### src/rtl/usb_capture_writer_if.sv
// Memory-writer bus between the capture engine and the AXI memory writer.
// The master drives a single outstanding 64-bit write; the slave acknowledges it with bmem_resp.
interface usb_capture_writer_if;
    logic        bmem_wr_en;
    logic [63:0] bmem_wr_data;
    logic [31:0] bmem_wr_addr;
    logic        bmem_resp;

    modport master (
        output bmem_wr_en,
        output bmem_wr_data,
        output bmem_wr_addr,
        input  bmem_resp
    );

    modport slave (
        input  bmem_wr_en,
        input  bmem_wr_data,
        input  bmem_wr_addr,
        output bmem_resp
    );
endinterface

### src/rtl/usb_capture_writer.sv
// Timestamping capture engine: tags USB words with a free-running counter, queues them,
// and writes each entry as two 64-bit words {flag, ts} and {data} into a wrapping ring buffer.
module usb_capture_writer #(
    parameter int          DATA_W     = 64,
    parameter int          FIFO_DEPTH = 16,
    parameter int          TS_W       = 48,
    parameter logic [31:0] BASE_ADDR  = 32'h0000_0000,
    parameter int          RING_BYTES = 4096
) (
    input  logic                  clk,
    input  logic                  rst,
    input  logic                  en_i,
    input  logic                  clr_i,
    input  logic [DATA_W-1:0]     data_i,
    input  logic                  data_valid_i,
    usb_capture_writer_if.master  bmem,
    output logic [15:0]           drop_cnt_o,
    output logic                  overflow_o,
    output logic                  wrap_o,
    output logic [31:0]           entry_cnt_o
);
    localparam int          AW        = $clog2(FIFO_DEPTH);
    localparam int          EW        = TS_W + DATA_W + 1;
    localparam logic [AW:0] FULL_CNT  = (AW+1)'(FIFO_DEPTH);
    localparam logic [31:0] LAST_ADDR = BASE_ADDR + 32'(RING_BYTES) - 32'd8;

    typedef enum logic [1:0] {IDLE, WR_TS, WR_DATA} state_t;

    // Entry layout: {ts, data, drop_flag}
    logic [EW-1:0]     fifo_mem [FIFO_DEPTH];
    logic [AW-1:0]     wr_ptr_q, rd_ptr_q;
    logic [AW:0]       count_q;
    logic [TS_W-1:0]   ts_q;
    logic              drop_flag_q;
    logic              clr_pend_q;
    state_t            state_q;
    logic              wr_en_q;
    logic [63:0]       wr_data_q;
    logic [31:0]       wr_addr_q;
    logic [DATA_W-1:0] hold_data_q;
    logic [15:0]       drop_cnt_q;
    logic              overflow_q;
    logic              wrap_q;
    logic [31:0]       entry_cnt_q;

    logic          push_req, push, drop, pop, ack, clearing, addr_last;
    logic [EW-1:0] rd_entry;
    logic [63:0]   word0, word1;
    logic [31:0]   next_addr;

    always_comb begin
        push_req  = en_i && data_valid_i && !clr_i;
        push      = push_req && (count_q != FULL_CNT);
        drop      = push_req && (count_q == FULL_CNT);
        ack       = (state_q != IDLE) && bmem.bmem_resp;
        clearing  = clr_i || clr_pend_q;
        // No refill while a clear is pending: the FSM must return to IDLE first.
        pop       = (count_q != '0) && !clr_i &&
                    ((state_q == IDLE) || (state_q == WR_DATA && ack && !clr_pend_q));
        rd_entry  = fifo_mem[rd_ptr_q];
        word0     = {rd_entry[0], {(63-TS_W){1'b0}}, rd_entry[EW-1 -: TS_W]};
        word1     = 64'(hold_data_q);
        addr_last = (wr_addr_q == LAST_ADDR);
        next_addr = addr_last ? BASE_ADDR : wr_addr_q + 32'd8;
    end

    always_ff @(posedge clk) begin
        if (push) begin
            fifo_mem[wr_ptr_q] <= {ts_q, data_i, drop_flag_q};
        end
    end

    always_ff @(posedge clk or negedge rst) begin
        if (!rst) begin
            ts_q        <= '0;
            wr_ptr_q    <= '0;
            rd_ptr_q    <= '0;
            count_q     <= '0;
            drop_flag_q <= 1'b0;
            clr_pend_q  <= 1'b0;
            state_q     <= IDLE;
            wr_en_q     <= 1'b0;
            wr_data_q   <= '0;
            wr_addr_q   <= BASE_ADDR;
            hold_data_q <= '0;
            drop_cnt_q  <= '0;
            overflow_q  <= 1'b0;
            wrap_q      <= 1'b0;
            entry_cnt_q <= '0;
        end else begin
            ts_q <= ts_q + TS_W'(1);

            if (clr_i) begin
                wr_ptr_q <= '0;
                rd_ptr_q <= '0;
                count_q  <= '0;
            end else begin
                if (push) wr_ptr_q <= wr_ptr_q + AW'(1);
                if (pop)  rd_ptr_q <= rd_ptr_q + AW'(1);
                count_q <= count_q + (AW+1)'(push) - (AW+1)'(pop);
            end

            if (clr_i) begin
                drop_cnt_q  <= '0;
                overflow_q  <= 1'b0;
                drop_flag_q <= 1'b0;
                wrap_q      <= 1'b0;
                entry_cnt_q <= '0;
            end else if (drop) begin
                if (drop_cnt_q != 16'hFFFF) drop_cnt_q <= drop_cnt_q + 16'd1;
                overflow_q  <= 1'b1;
                drop_flag_q <= 1'b1;
            end else if (push) begin
                drop_flag_q <= 1'b0;
            end

            case (state_q)
                IDLE: begin
                    if (clr_i) begin
                        wr_addr_q <= BASE_ADDR;
                    end else if (pop) begin
                        wr_data_q   <= word0;
                        hold_data_q <= rd_entry[DATA_W:1];
                        wr_en_q     <= 1'b1;
                        state_q     <= WR_TS;
                    end
                end
                WR_TS: begin
                    if (clr_i) clr_pend_q <= 1'b1;
                    if (ack) begin
                        wr_addr_q <= next_addr;
                        wr_data_q <= word1;
                        if (addr_last && !clearing) wrap_q <= 1'b1;
                        state_q   <= WR_DATA;
                    end
                end
                WR_DATA: begin
                    if (clr_i) clr_pend_q <= 1'b1;
                    if (ack) begin
                        if (clearing) begin
                            // In-flight entry finished at its old addresses; restart the ring.
                            clr_pend_q <= 1'b0;
                            wr_addr_q  <= BASE_ADDR;
                            wr_en_q    <= 1'b0;
                            state_q    <= IDLE;
                        end else begin
                            wr_addr_q   <= next_addr;
                            entry_cnt_q <= entry_cnt_q + 32'd1;
                            if (addr_last) wrap_q <= 1'b1;
                            if (pop) begin
                                wr_data_q   <= word0;
                                hold_data_q <= rd_entry[DATA_W:1];
                                state_q     <= WR_TS;
                            end else begin
                                wr_en_q <= 1'b0;
                                state_q <= IDLE;
                            end
                        end
                    end
                end
                default: state_q <= IDLE;
            endcase
        end
    end

    assign bmem.bmem_wr_en   = wr_en_q;
    assign bmem.bmem_wr_data = wr_data_q;
    assign bmem.bmem_wr_addr = wr_addr_q;
    assign drop_cnt_o        = drop_cnt_q;
    assign overflow_o        = overflow_q;
    assign wrap_o            = wrap_q;
    assign entry_cnt_o       = entry_cnt_q;
endmodule

### src/flat_wrapper.sv
// flat-port wrapper written by rule: the top's interface ports become plain ports
module usb_capture_writer_flat 
#(
    parameter int          DATA_W     = 64,
    parameter int          FIFO_DEPTH = 16,
    parameter int          TS_W       = 48,
    parameter logic [31:0] BASE_ADDR  = 32'h0000_0000,
    parameter int          RING_BYTES = 4096
)
  (clk, rst, en_i, clr_i, data_i, data_valid_i, drop_cnt_o, overflow_o, wrap_o, entry_cnt_o, bmem_bmem_wr_en, bmem_bmem_wr_data, bmem_bmem_wr_addr, bmem_bmem_resp);
  usb_capture_writer_if bmem_i ();
  input  logic clk;
  input  logic rst;
  input  logic en_i;
  input  logic clr_i;
  input  logic [DATA_W-1:0] data_i;
  input  logic data_valid_i;
  output logic [15:0] drop_cnt_o;
  output logic overflow_o;
  output logic wrap_o;
  output logic [31:0] entry_cnt_o;
  output wire logic [$bits(bmem_i.bmem_wr_en)-1:0] bmem_bmem_wr_en;
  output wire logic [$bits(bmem_i.bmem_wr_data)-1:0] bmem_bmem_wr_data;
  output wire logic [$bits(bmem_i.bmem_wr_addr)-1:0] bmem_bmem_wr_addr;
  input wire logic [$bits(bmem_i.bmem_resp)-1:0] bmem_bmem_resp;
  assign bmem_bmem_wr_en = bmem_i.bmem_wr_en;
  assign bmem_bmem_wr_data = bmem_i.bmem_wr_data;
  assign bmem_bmem_wr_addr = bmem_i.bmem_wr_addr;
  assign bmem_i.bmem_resp = bmem_bmem_resp;
  usb_capture_writer #(.DATA_W(DATA_W), .FIFO_DEPTH(FIFO_DEPTH), .TS_W(TS_W), .BASE_ADDR(BASE_ADDR), .RING_BYTES(RING_BYTES)) u_core (.clk(clk), .rst(rst), .en_i(en_i), .clr_i(clr_i), .data_i(data_i), .data_valid_i(data_valid_i), .bmem(bmem_i), .drop_cnt_o(drop_cnt_o), .overflow_o(overflow_o), .wrap_o(wrap_o), .entry_cnt_o(entry_cnt_o));
endmodule
### config.mk
export PLATFORM = sky130hd
export DESIGN_NAME = usb_capture_writer_flat
export DESIGN_NICKNAME = d
export VERILOG_FILES = /design/src/rtl/usb_capture_writer_if.sv /design/src/rtl/usb_capture_writer.sv /design/src/flat_wrapper.sv
export SDC_FILE = /design/constraint.sdc
export NUM_CORES = 2
export LEC_CHECK = 0
export ABC_AREA = 1
export BUFFER_PORTS_ARGS = -buffer_cell sky130_fd_sc_hd__buf_2
export CAP_MARGIN = 10
export CELL_PAD_IN_SITES_DETAIL_PLACEMENT = 0
export CELL_PAD_IN_SITES_GLOBAL_PLACEMENT = 2
export CORE_MARGIN = 1
export CORE_UTILIZATION = 46
export CTS_CLUSTER_DIAMETER = 30
export CTS_CLUSTER_SIZE = 25
export DETAILED_ROUTE_END_ITERATION = 12
export PLACE_DENSITY = 0.85
export RECOVER_POWER = 100
export SETUP_SLACK_MARGIN = 0.4
export SYNTH_ARGS = -nofsm -noshare
export SYNTH_HDL_FRONTEND = slang
export SYNTH_SLANG_ARGS = --single-unit
### constraint.sdc
create_clock -name clk -period 12.18 [get_ports clk]
set_input_delay 1.218 -clock clk [delete_from_list [all_inputs] [get_ports clk]]
set_output_delay 1.218 -clock clk [all_outputs]
set_load 0.01 [all_outputs]
==> flow_summary_export.csv <==
group,metric,value,unit
drt,drtIter0Drc,5622,
floorplan,dieArea,0.188,mm²
drt,drt-met1-wl,107,mm
clock_tree,path_clk_slew,0.04,ns
drt,wire_per_inst,23.4,µm
drt,drc,0,
layout,multi_input_area,0.0213,mm²
worst_setup_path,rr_startpoint,"u_core.count_q[2]$_DFF_PN0_",
floorplan,design.core.area,0.184,mm²
drt,dr.max_layer_used,"met5",
global_routing,antenna_found_initial,18,
worst_setup_path,critPathKind,"input pin to flop",
place,dp_cells,9949,
timing,worst_slew_pin_slew,8.18,ns
clock_tree,htreeDepth,5,
timing,slew_headroom,-4.45,
clock_tree,clock_latency,0.97,ns
logic_synthesis,post_synth_and_or_nand_nor_area_fraction,0.163,
logic_synthesis,synthTopCellsByArea,"edfxtp_1, dfrtp_1, nand2_1",
layout,fin_cells,10766,
worst_setup_path,r2r_slack,4.05,ns
worst_setup_path,critPathRequiredTime,12.63,ns
timing,slew_viol_final,1908,
hold_path,min_to,"u_core.bmem.bmem_wr_data[48]$_DFFE_PN0P_",
timing,hold_ws,0.466,ns
drt,routed_wl,252,mm
layout,final_common_cell,"edfxtp_1",
pwr,powerDensity,235,mW/mm²
clock_tree,clock-root-buffer,"clkbuf_16",
logic_synthesis,synth_top_area_cell,"edfxtp_1",
global_routing,grt_pass1_wl,370,mm
layout,nFillCells,15340,
logic_synthesis,synth_top_family_by_area,"simple AND/OR/NAND/NOR gates",
logic_synthesis,synthMuxAreaShare,0,
hold_path,hold_path.class,"flop to flop",
worst_setup_path,ff2ff_path_depth,11,
worst_setup_path,cp_top_family,"buffers and inverters",
floorplan,ios,217,
logic_synthesis,syn_area,0.0856,mm²
layout,area_growth,20.6,%
logic_synthesis,synth_top_area_share,0.634,
place,io_buffers,216,
timing,setup_violations,0,
global_routing,grt_usage,0.266,
flow_run,drv_cap,50,
clock_tree,clock_path_buffers,4,
clock_tree,cts_num_sinks,2084,
timing,fmax,0.120,GHz
timing,fin_tns_setup,0,ns
hold_path,hold_depth,2,
layout,drive_gt1_frac,0.0928,
worst_setup_path,r2r-end,"u_core.fifo_mem[0][15]$_DFFE_PP_",
timing,min_period_over_period,0.683,
logic_synthesis,synth_compound_gate_area_share,0.0762,
worst_setup_path,cp-start-kind,"input pin",
pwr,ir_drop,223,µV
global_routing,grt_pass1_vias,57177,
drt,postRouteAntennaNets,0,
worst_setup_path,cpPeakStageDelay,3.13,ns
place,dp_hpwl,127,mm
timing,hold_viol,0,
worst_setup_path,cpMaxStageDelayCell,"clkbuf_1",
logic_synthesis,synthAdderAreaFrac,0.00301,
layout,final_cell_mix,"edfxtp_1, nand2_1, nor2_1, o21ai_0, nand3_1",
worst_setup_path,cp_num_buf_inv,6,
worst_setup_path,crit_fanout,45,
logic_synthesis,synth_warnings,0,
clock_tree,cts_buffers,446,
floorplan,rows,157,
worst_setup_path,worstPathArrival,8.76,ns
clock_tree,cts_tree,"built",
drt,met3_length,16.5,mm
worst_setup_path,critPathCaptureType,"flop",
timing,finalCriticalPeriod,8.32,ns
timing,skew,0.0483,ns
pwr,p_leak,38.6,nW
logic_synthesis,syn-num-nets,7685,
logic_synthesis,synth_xor_area_frac,0.00552,
worst_setup_path,cp_cell_sequence,"clkbuf_1 > inv_1 > nand2_1 > inv_1 > nand2_1 > inv_1 > nand2_1 > nor2_1 > clkbuf_1 > clkbuf_1",
logic_synthesis,ys_seq_area_frac,0.715,
layout,postLayoutCoreUtil,0.562,
logic_synthesis,synth_cell_types,37,
floorplan,die_w,433,µm
worst_setup_path,crit_start,"clr_i",
floorplan,start_util,0.466,
logic_synthesis,synthCells,7595,
timing,rsz0062_at_grt,"false",
clock_tree,cts_resized,0,
drt,vias,58907,
hold_path,min-delay-start,"u_core.bmem.bmem_wr_data[48]$_DFFE_PN0P_",
logic_synthesis,syn_area_per_cell,11.3,µm²
floorplan,fp.dieH,433,µm
drt,wl_met2,120,mm
clock_tree,post-cts-setup-buffers,0,
global_routing,grt_overflow,0,
drt,firstDrtPassIters,6,
layout,regArea,0.0612,mm²
drt,vias_per_cell,5.47,
layout,final_nets,8023,
place,place_congestion,0.831,
run_status,violations,"capacitance limit, slew limit",
clock_tree,cts_hold_buf,0,
run_status,outcome,"complete, but fails checks",
global_routing,grt_max_degree,242,
logic_synthesis,ys_ff_latch,2084,
==> per-stage QoR <==
step / worst slack (ns) / total power [mW] / cell area [µm²]
5_1_grt: 3.56 / 25.3 / 103000
2_1_floorplan: 4.83 / 11.2 / 85600
6_report: 3.86 / 24.3 / 103000
3_3_place_gp: 6.70 / 12.6 / 88900
3_5_place_dp: 6.72 / 12.6 / 89000
4_1_cts: 7.38 / 24.4 / 104000
==> kinds of logic (layout without fill, tap and decap cells) <==
group	Yosys count	count (layout)
AO/OA/AOI/OAI	1171	1171
adder cells (fa/ha/maj)	20	20
AND/OR/NAND/NOR	3486	3486
XOR/XNOR	54	54
buffers and inverters	780	1481
other	0	6
flip-flops	2084	2084
==> routing by layer <==
metal | track usage | up-vias
li1 | - | 27071
met1 | 0.365 | 29302
met2 | 0.429 | 2063
met3 | 0.0424 | 455
met4 | 0.0951 | 16
met5 | 0 | -
==> worst max path at each step <==
stage / to / slack, ns / cells after the start
after CTS: u_core.hold_data_q[27]$_DFFE_PN0P_ / 7.38 / 9
after global routing: u_core.fifo_mem[0][15]$_DFFE_PP_ / 3.56 / 10
final: u_core.fifo_mem[0][15]$_DFFE_PP_ / 3.86 / 10
after global placement: u_core.fifo_mem[11][70]$_DFFE_PP_ / 6.70 / 10
after detailed placement: u_core.fifo_mem[11][70]$_DFFE_PP_ / 6.72 / 10
after floorplan: u_core.fifo_mem[11][0]$_DFFE_PP_ / 4.83 / 8
==> cells in the mapped netlist, drive strengths merged <==
library cell     n
a211oi           2
nor3b            2
edfxtp        1808
fa               1
nor3            46
o211ai          61
o21bai           5
nand2         1811
xnor2           24
buf            225
dfrtp          276
o22ai          129
xor2            30
ha              19
nand3          547
nand4           30
a31o             1
clkbuf         191
a21oi          214
a32oi            1
a21boi         128
nand3b           4
a31oi            1
inv            364
nor2          1045
o21ai          628
and2             1
o31ai            1
==> worst register-to-register path, cell delays in order, from the launching register on <==
cell,delay [ns]
dfrtp_1,0.34
inv_1,0.06
ha_1,0.21
nand2_1,0.07
nor2_1,0.07
nand2_1,0.08
nand2_1,0.09
inv_1,0.19
nand2_1,0.15
nor2_1,0.15
clkbuf_1,3.13
clkbuf_1,3.03
==> where the power goes <==
| part | internal (mW) | switching (mW) |
|---|---|---|
| combinational | 1.13 | 3.09 |
| sequential | 8.02 | 0.268 |
| clock | 8.08 | 3.72 |
==> final cells by class <==
cell class                 instances  area share
timing repair buffer             306      0.0138
sequential                      2084       0.593
clock buffer                     592       0.120
clock inverter                   219      0.0246
tap                             2464      0.0298
inverter                         364      0.0135
multi-input combinational       4731       0.206
antenna                            6    0.000145
==> registers in the layout, summed over array words and instances (netlist names), 4 cells and up <==
register	cells
u_core.drop_cnt_o	16
u_core.bmem.bmem_wr_addr	32
u_core.fifo_mem	1808
u_core.hold_data_q	64
u_core.count_q	5
u_core.entry_cnt_o	32
u_core.wr_ptr_q	4
u_core.rd_ptr_q	4
u_core.bmem.bmem_wr_data	64
u_core.ts_q	48
(Power assumes the default switching activity.)
